===== config.mk =====
export PLATFORM = sky130hd
export DESIGN_NAME = wfi_timeout_ctrl
export DESIGN_NICKNAME = d
export VERILOG_FILES = /design/src/rtl/wfi_timeout_ctrl_pkg.sv /design/src/rtl/wfi_timeout_ctrl_satcounter.sv /design/src/rtl/wfi_timeout_ctrl.sv
export SDC_FILE = /design/constraint.sdc
export NUM_CORES = 1
export LEC_CHECK = 0
export CAP_MARGIN = 20
export CORE_ASPECT_RATIO = 0.8
export CORE_UTILIZATION = 47
export DETAILED_ROUTE_END_ITERATION = 12
export PLACE_DENSITY_LB_ADDON = 0.08
export SETUP_SLACK_MARGIN = 0.2
export SLEW_MARGIN = 20
export SYNTH_ARGS = -nofsm -noshare
export SYNTH_HDL_FRONTEND = slang
export SYNTH_SLANG_ARGS = --single-unit

===== constraint.sdc =====
create_clock -name clk -period 2.78 [get_ports clk]
set_clock_uncertainty 0.2 [all_clocks]
set_input_delay 0.556 -clock clk [delete_from_list [all_inputs] [get_ports clk]]
set_output_delay 0.556 -clock clk [all_outputs]
set_load 0.01 [all_outputs]

===== src/rtl/wfi_timeout_ctrl_pkg.sv =====
// rtl/wfi_timeout_ctrl_pkg.sv - shared types and constants for the WFI controller
//
// Purpose: WFI state encoding and privilege-mode constants used by
// wfi_timeout_ctrl.
package wfi_timeout_ctrl_pkg;

  typedef enum logic [1:0] {
    IDLE = 2'd0,
    WAIT = 2'd1,
    WAKE = 2'd2,
    TRAP = 2'd3
  } wfi_state_t;

  localparam logic [1:0] M_MODE = 2'b11;
  localparam logic [1:0] S_MODE = 2'b01;
  localparam logic [1:0] U_MODE = 2'b00;

endpackage


===== src/rtl/wfi_timeout_ctrl_satcounter.sv =====
// rtl/wfi_timeout_ctrl_satcounter.sv - up counter with sync clear and optional saturation
//
// Purpose: W-bit counter. clr has priority over en. With SATURATE=1 the
// count holds at all-ones; with SATURATE=0 it wraps.
// Ports:
//   clk, reset : clock, synchronous active-high reset
//   clr        : clear count to 0 on the next edge
//   en         : increment on the next edge
//   count      : current count
module wfi_satcounter #(
  parameter int W        = 16,
  parameter bit SATURATE = 1'b1
) (
  input  logic         clk,
  input  logic         reset,
  input  logic         clr,
  input  logic         en,
  output logic [W-1:0] count
);

  logic [W-1:0] count_q;
  logic [W-1:0] count_d;

  always_comb begin
    count_d = count_q;
    if (clr) begin
      count_d = '0;
    end else if (en && !(SATURATE && (&count_q))) begin
      count_d = count_q + W'(1);
    end
  end

  always_ff @(posedge clk) begin
    if (reset) begin
      count_q <= '0;
    end else begin
      count_q <= count_d;
    end
  end

  assign count = count_q;

endmodule


===== src/rtl/wfi_timeout_ctrl.sv =====
// rtl/wfi_timeout_ctrl.sv - M-stage WFI controller with programmable timeout fault
//
// Purpose: holds the M stage while a WFI waits, wakes it when an interrupt
// becomes pending, and raises an illegal-instruction fault when an eligible
// wait reaches TimeoutLimit cycles.
// Optional feature macro: WFI_STALL_COUNT_EN (adds WfiStallCycles).
// Ports:
//   clk, reset         : clock, synchronous active-high reset
//   WfiM               : decoded legal WFI in M stage
//   FlushM             : M-stage flush, aborts the wait
//   InterruptPendingM  : any enabled interrupt pending
//   PrivilegeModeW     : current privilege mode
//   STATUS_TW          : mstatus.TW
//   TimeoutLimit       : wait cycles before the timeout fault
//   WfiStallM          : hold M stage
//   WfiWakeM           : one-cycle pulse, WFI retires normally
//   WfiTimeoutFaultM   : one-cycle pulse, raise illegal-instruction fault
//   WfiState           : current state for debug/coverage
//   WfiStallCycles     : (WFI_STALL_COUNT_EN) total stalled cycles, wrapping
module wfi_timeout_ctrl
  import wfi_timeout_ctrl_pkg::*;
#(
  parameter int TIMEOUT_W   = 16,
  parameter bit S_SUPPORTED = 1'b1,
  parameter bit U_SUPPORTED = 1'b1
) (
  input  logic                 clk,
  input  logic                 reset,
  input  logic                 WfiM,
  input  logic                 FlushM,
  input  logic                 InterruptPendingM,
  input  logic [1:0]           PrivilegeModeW,
  input  logic                 STATUS_TW,
  input  logic [TIMEOUT_W-1:0] TimeoutLimit,
  output logic                 WfiStallM,
  output logic                 WfiWakeM,
  output logic                 WfiTimeoutFaultM,
  output logic [1:0]           WfiState
`ifdef WFI_STALL_COUNT_EN
  ,
  output logic [31:0]          WfiStallCycles
`endif
);

  wfi_state_t           state_q, state_d;
  logic                 eligible_q, eligible_d;
  logic                 eligible_now;
  logic                 go_wait;
  logic                 timeout_hit;
  logic [TIMEOUT_W-1:0] wait_cnt;

  assign eligible_now = U_SUPPORTED &&
                        ((STATUS_TW && (PrivilegeModeW != M_MODE)) ||
                         (S_SUPPORTED && (PrivilegeModeW == U_MODE)));

  // The counter holds 0 during the first WAIT cycle, so counter==limit-1
  // marks the limit-th WAIT cycle. A limit of 0 seen mid-wait never fires.
  assign timeout_hit = eligible_q && (TimeoutLimit != '0) &&
                       (wait_cnt == (TimeoutLimit - TIMEOUT_W'(1)));

  // Cleared outside WAIT so each wait starts from 0; saturates so a
  // mis-programmed limit below the count cannot fault after a wrap.
  wfi_satcounter #(
    .W       (TIMEOUT_W),
    .SATURATE(1'b1)
  ) u_wait_cnt (
    .clk  (clk),
    .reset(reset),
    .clr  ((state_q != WAIT) || FlushM),
    .en   (state_q == WAIT),
    .count(wait_cnt)
  );

  always_ff @(posedge clk) begin
    if (reset) begin
      state_q    <= IDLE;
      eligible_q <= 1'b0;
    end else begin
      state_q    <= state_d;
      eligible_q <= eligible_d;
    end
  end

  always_comb begin
    state_d = state_q;
    case (state_q)
      IDLE: begin
        if (WfiM && !FlushM) begin
          if (InterruptPendingM) begin
            state_d = WAKE;
          end else if (eligible_now && (TimeoutLimit == '0)) begin
            state_d = TRAP;
          end else begin
            state_d = WAIT;
          end
        end
      end
      WAIT: begin
        if (FlushM) begin
          state_d = IDLE;
        end else if (InterruptPendingM) begin
          state_d = WAKE;
        end else if (timeout_hit) begin
          state_d = TRAP;
        end
      end
      WAKE:    state_d = IDLE;
      TRAP:    state_d = IDLE;
      default: state_d = IDLE;
    endcase
  end

  assign go_wait    = (state_q == IDLE) && (state_d == WAIT);
  assign eligible_d = go_wait ? eligible_now : eligible_q;

  always_comb begin
    WfiStallM        = 1'b0;
    WfiWakeM         = 1'b0;
    WfiTimeoutFaultM = 1'b0;
    case (state_q)
      IDLE:    WfiStallM = go_wait;  // stall already in the entry cycle
      WAIT:    WfiStallM = 1'b1;
      WAKE:    WfiWakeM = 1'b1;
      TRAP:    WfiTimeoutFaultM = 1'b1;
      default: ;
    endcase
  end

  assign WfiState = state_q;

`ifdef WFI_STALL_COUNT_EN
  wfi_satcounter #(
    .W       (32),
    .SATURATE(1'b0)
  ) u_stall_cnt (
    .clk  (clk),
    .reset(reset),
    .clr  (1'b0),
    .en   (WfiStallM),
    .count(WfiStallCycles)
  );
`endif

endmodule


==> flow_summary.toml, run 1 <==
[drt]
wl_per_cell_um = 14.5
drc_errors = 0
dr_total_vias = 1623
ant_nets = 0
routed_wl_um = 4200
drt_iter0_drc = 56
firstDrtPassIters = 4
viasPerCell = 5.62

[synthesis]
ys_seq_elements = 19
synthAdderAreaFrac_pct = 2.34
synth_edf_count = 0
ys_seq_area_share_pct = 25.4
ys_types = 51
synth_xor_area_share_pct = 18.2
synth_top_area_share_pct = 25.4
syn_inst = 192
syn_area_um2 = 1500
synth_flop_cell = "dfxtp_1"
synthMuxAreaShare_pct = 2.18
yosysTopAreaCell = "dfxtp_1"
synth_top_family_by_area = "simple AND/OR/NAND/NOR gates"
yosys.area_share.simple_pct = 32.3
synth_warnings = 0
async_reset_ff_share_pct = 0
synthTopCellsByArea = "dfxtp_1 25%, xnor2_1 11%, xor2_1 7.0%"
synth_nets = 218
synth_compound_area_share_pct = 15.4
syn_area_per_cell_um2 = 7.79

[worst_setup_path]
worst_setup_path_end_kind = "primary output"
cp_max_fo = 2
reg2reg_from = "WfiState[1]"
worstRegToRegCells = 6
path_class = "input pin to primary output"
cp-startpoint = "TimeoutLimit[9]"
crit_end = "WfiStallM"
crit_path_start_kind = "input pin"
regToRegSetupSlack_ps = 250
worstReg2RegEnd = "WfiState[1]"
required_ps = 2020
cp.arrival_ps = 1960

[finish]
area_delta_synth_final_pct = 48.0
design_area_um2 = 2210
fin_nets = 278
seqCellArea_um2 = 383
mostFrequentLayoutCells = "27 x nor2_1, 26 x buf_4, 19 x xnor2_1"
drive_gt1_share_pct = 29.1
n_antenna_cell = 0
multiInputGateArea_um2 = 1180
final_common_cell = "nor2_1"
fillCellCount = 221

[global_route]
track_usage_pct = 25.7
grt_pass1_wl_um = 6650
grt-ovfl-total = 0
grt_max_degree = 17
grt_pass1_vias = 1482
antenna_found_initial = 0

[clocking]
clk_pin_slew_ps = 60
cts_sinks = 19
cts_hold_buffers = 0
cts_root_buf = "clkbuf_8"
h-tree-depth = 1
cts_buffers = 3
cts_tree = "built"
max-clock-path-buffers = 2
clk_latency_ps = 250

[place]
place.gp.congestion = 0.859
place_area_um2 = 2040
dp_hpwl_um = 3220
pre_cts_ws_ps = -753
portBuffers = 28

[floorplanning]
die_area_um2 = 3410
die_w_um = 65.1
core_area_um2 = 2890
ios = 29
die_y_um = 52.4
initial_core_util_pct = 51.7
num_rows = 17

[pwr]
p_comb_share_pct = 24.6
power_uw = 609
power.clock.fraction_pct = 30.2
power.internal_uw = 459
p_switching_uw = 151
swShare_pct = 24.7
p_per_area_nw_per_um2 = 275
seqPwrFrac_pct = 45.3
ir_worst_vdd_mv = 0.342
power_leakage_uw = 0.000762

[worst_hold_path]
hp-class = "register to register"

[sta]
tightest_slew_ps = 685
setup_violations = 0
hold_violations = 0
finalSetupTns_ps = 0
slew_headroom_pct = 54.0
max_freq_mhz = 368
layout_min_cycle_time_ps = 2720
hold_ws_ps = 273
fin_ws_ps = 60.5
grt_setup_unrepaired = "true"
final_max_slew_viol_count = 0
fin_crit_sh_pct = 97.8

[flow_run]
max_cap_violations = 0

[status]
status = "completed"
[layout make-up]
class	instances	share of cell area [%]
multi-input cells	157	53.1
inverters	10	1.70
flip-flops and latches	19	17.3
repair buffers	61	23.7
well taps	38	2.15
clock buffers	4	2.04
[repair_timing]
item | CTS | global route
pin swaps | 15 | 12
buffers inserted | 3 | 0
resized for setup | 66 | 12
endpoints found under the setup margin | 2 | 2
gates cloned | 0 | 0
[worst min-delay path by stage]
stage,start,end,cells past startpoint
2_1_floorplan,eligible_q,eligible_q,2
3_3_place_gp,eligible_q,eligible_q,2
3_5_place_dp,eligible_q,eligible_q,2
4_1_cts,eligible_q,eligible_q,2
5_1_grt,eligible_q,eligible_q,2
6_report,eligible_q,eligible_q,2
[sequential cells by signal (all words and copies together) (netlist names)]
name,count
WfiState,2
eligible_q,1
u_wait_cnt.count,16
[worst max-delay path, cell delays in order]
cell     delay [ps]
buf_6            90
or4_4           530
or3_4           360
nor4_4          180
o21ai_1         100
buf_2           150
[synthesized netlist by cell type (2+ instances only)]
cell type,n
and3b_1,2
xnor2_1,19
xor2_1,12
nand3b_1,2
a21oi_1,4
o21ai_1,2
a31oi_1,2
nand3_1,12
nand2_1,4
nor4b_1,2
and3_1,2
o31ai_1,2
ha_1,2
dfxtp_1,19
or3_1,2
or4_1,4
and2_1,2
nor2_1,27
clkbuf_1,4
mux2_2,2
nor4_1,3
nand4_1,7
nor3_1,11
o21ai_0,8
buf_2,2
inv_1,9
[power by group through the flow]
| stage | Clock, uW | Sequential (uW) | Combinational (uW) |
|---|---|---|---|
| after CTS | 190 | 276 | 146 |
| after detailed placement | 0 | 282 | 136 |
| after global placement | 0 | 281 | 134 |
| final | 184 | 276 | 150 |
| after floorplan | 0 | 282 | 47.3 |
| after global routing | 194 | 276 | 161 |
[metrics by stage]
stage / utilization [%] / instances
finish: 76.5 / 289
global route: 76.5 / 289
CTS: 75.9 / 289
detailed placement: 70.5 / 282
global placement: 70.5 / 282
floorplan: - / 192
[logic make-up (layout without fill, tap and decap cells)]
group | after synthesis | after routing
flip-flops | 19 | 19
XOR/XNOR | 31 | 31
multiplexers | 3 | 3
AND/OR/NAND/NOR | 89 | 89
buffers and inverters | 16 | 75
adder cells (fa/ha/maj) | 3 | 3
AO/OA/AOI/OAI | 31 | 31
[per-layer routing]
layer / wire (um) / global-route usage (%) / share of wire [%] / vias to the layer above
met5: 0 / 0 / 0 / -
met2: 1900 / 43.8 / 45 / 43
met1: 2010 / 35.1 / 48 / 760
met4: 34 / 6.52 / 0.81 / 0
met3: 252 / 2.17 / 6.0 / 5
li1: - / - / - / 815
No activity file was read; power rests on OpenSTA's default activity.
==> inputs of run 2 (changes only) <==
--- a/config.mk
+++ b/config.mk
@@ -7,7 +7,8 @@
 export LEC_CHECK = 0
 export CAP_MARGIN = 20
 export CORE_ASPECT_RATIO = 0.8
-export CORE_UTILIZATION = 47
+export CORE_UTILIZATION = 52
+export CTS_CLUSTER_DIAMETER = 100
 export DETAILED_ROUTE_END_ITERATION = 12
 export PLACE_DENSITY_LB_ADDON = 0.08
 export SETUP_SLACK_MARGIN = 0.2
==> constraint.sdc (replaced) <==
create_clock -name clk -period 3.1 [get_ports clk]
set_clock_uncertainty 0.2 [all_clocks]
set_input_delay 0.62 -clock clk [delete_from_list [all_inputs] [get_ports clk]]
set_output_delay 0.62 -clock clk [all_outputs]
set_load 0.01 [all_outputs]
==> flow_summary.toml, run 2 (synthesized netlist as in run 1, its figures left out) <==
[status]
status = "completed"

[pwr]
power.internal_uw = 365
seqPwrFrac_pct = 49.7
ir_worst_vdd_mv = 0.288
power_leakage_uw = 0.000737
power.clock.fraction_pct = 24.6
p_comb_share_pct = 25.7
p_per_area_nw_per_um2 = 233
swShare_pct = 26.4
p_switching_uw = 131

[floorplanning]
initial_core_util_pct = 54.5
ios = 29
num_rows = 17
die_y_um = 50.0
core_area_um2 = 2740
die_area_um2 = 3100
die_w_um = 62.0

[global_route]
grt_pass1_vias = 1529
antenna_found_initial = 0
grt-ovfl-total = 0
grt_pass1_wl_um = 6650
track_usage_pct = 28.4
grt_max_degree = 17

[worst_hold_path]
hp-class = "register to register"

[drt]
routed_wl_um = 4220
viasPerCell = 5.84
wl_per_cell_um = 14.8
drc_errors = 0
drt_iter0_drc = 91
firstDrtPassIters = 4
ant_nets = 0
dr_total_vias = 1664

[finish]
largest_reg_flops = 16
drive_gt1_share_pct = 23.5
n_antenna_cell = 0
final_common_cell = "buf_4"
fin_nets = 274
design_area_um2 = 2130
area_delta_synth_final_pct = 42.5
fin_cells = 285
mostFrequentLayoutCells = "28 x buf_4, 27 x nor2_1, 19 x dfxtp_1, 19 x xnor2_1, 18 x clkdlybuf4s50_1"

[clocking]
cts_sinks = 19
max-clock-path-buffers = 2
cts_tree = "built"
clk_latency_ps = 290
cts_buffers = 3
h-tree-depth = 1
cts_root_buf = "clkbuf_4"
clk_pin_slew_ps = 100

[worst_setup_path]
path_class = "input pin to primary output"
cp_max_fo = 2
required_ps = 2280
crit_path_start_kind = "input pin"
worst_setup_path_end_kind = "primary output"
regToRegSetupSlack_ps = 520
cp_slowest_cell = "or4_4"
slowest_delay_ps = 530
cp.arrival_ps = 2110
worstPathCellList = "buf_6, or4_4, or3_4, nor4_4, o21ai_1, buf_2"

[place]
dp_cells = 278
portBuffers = 28
pre_cts_ws_ps = -562
place_area_um2 = 1990
dp_hpwl_um = 3230
place.gp.congestion = 0.868

[sta]
fin_ws_ps = 172
slew_headroom_pct = 52.8
grt_setup_unrepaired = "true"
layout_min_cycle_time_ps = 2930
setup_violations = 0
hold_ws_ps = 293
tightest_slew_ps = 703
hold_violations = 0
final_max_slew_viol_count = 0
fin_crit_sh_pct = 94.5
max_freq_mhz = 342

[flow_run]
max_cap_violations = 0
-- run 2: path summary, 6_finish.rpt --
path                                       start     endpoint  cells after the start
worst max register to register       WfiState[0]  WfiState[1]                      6
worst min-delay path                  eligible_q   eligible_q                      2
worst max-delay path            TimeoutLimit[10]    WfiStallM                      6
worst min register to register        eligible_q   eligible_q                      2
-- run 2: area by class of cell --
cell class                 instances  area, um2
tap                               38       47.5
multi-input combinational        157       1150
inverter                          10       37.5
sequential                        19        380
fill                             184        613
timing repair buffer              57        490
clock buffer                       4       26.3
-- run 2: critical path, delay by kind of cell --
family,cells,cell delay (ps)
compound gates,1,80
buf+inv,2,240
simple gates,3,1170
-- run 2: power by group through the flow --
| stage | Sequential [uW] | Clock, uW | Combinational (uW) |
|---|---|---|---|
| global route | 247 | 136 | 136 |
| CTS | 247 | 126 | 121 |
| finish | 247 | 122 | 127 |
| detailed placement | 252 | 0 | 117 |
| floorplan | 253 | 0 | 41.5 |
| global placement | 252 | 0 | 114 |
-- run 2: routing by layer --
layer,vias up,share of wire (%),GRT usage [%]
met5,-,0,0
met4,0,1.1,9.26
met3,7,7.8,3.94
met2,64,48,44.3
met1,785,43,39.6
li1,808,-,-
-- run 2: timing repair --
item	CTS	global route
hold buffers	0	0
pin swaps	9	10
gates resized for setup	33	13
endpoints found under the setup margin	2	2
buffers inserted	2	1
-- run 2: through the flow --
step | power [uW] | setup TNS, ps | utilization, %
2_1_floorplan | 294 | 0 | -
3_3_place_gp | 366 | -749 | 72.6
3_5_place_dp | 370 | -788 | 72.6
4_1_cts | 494 | 0 | 75.6
5_1_grt | 520 | 0 | 77.7
6_report | 496 | 0 | 77.7
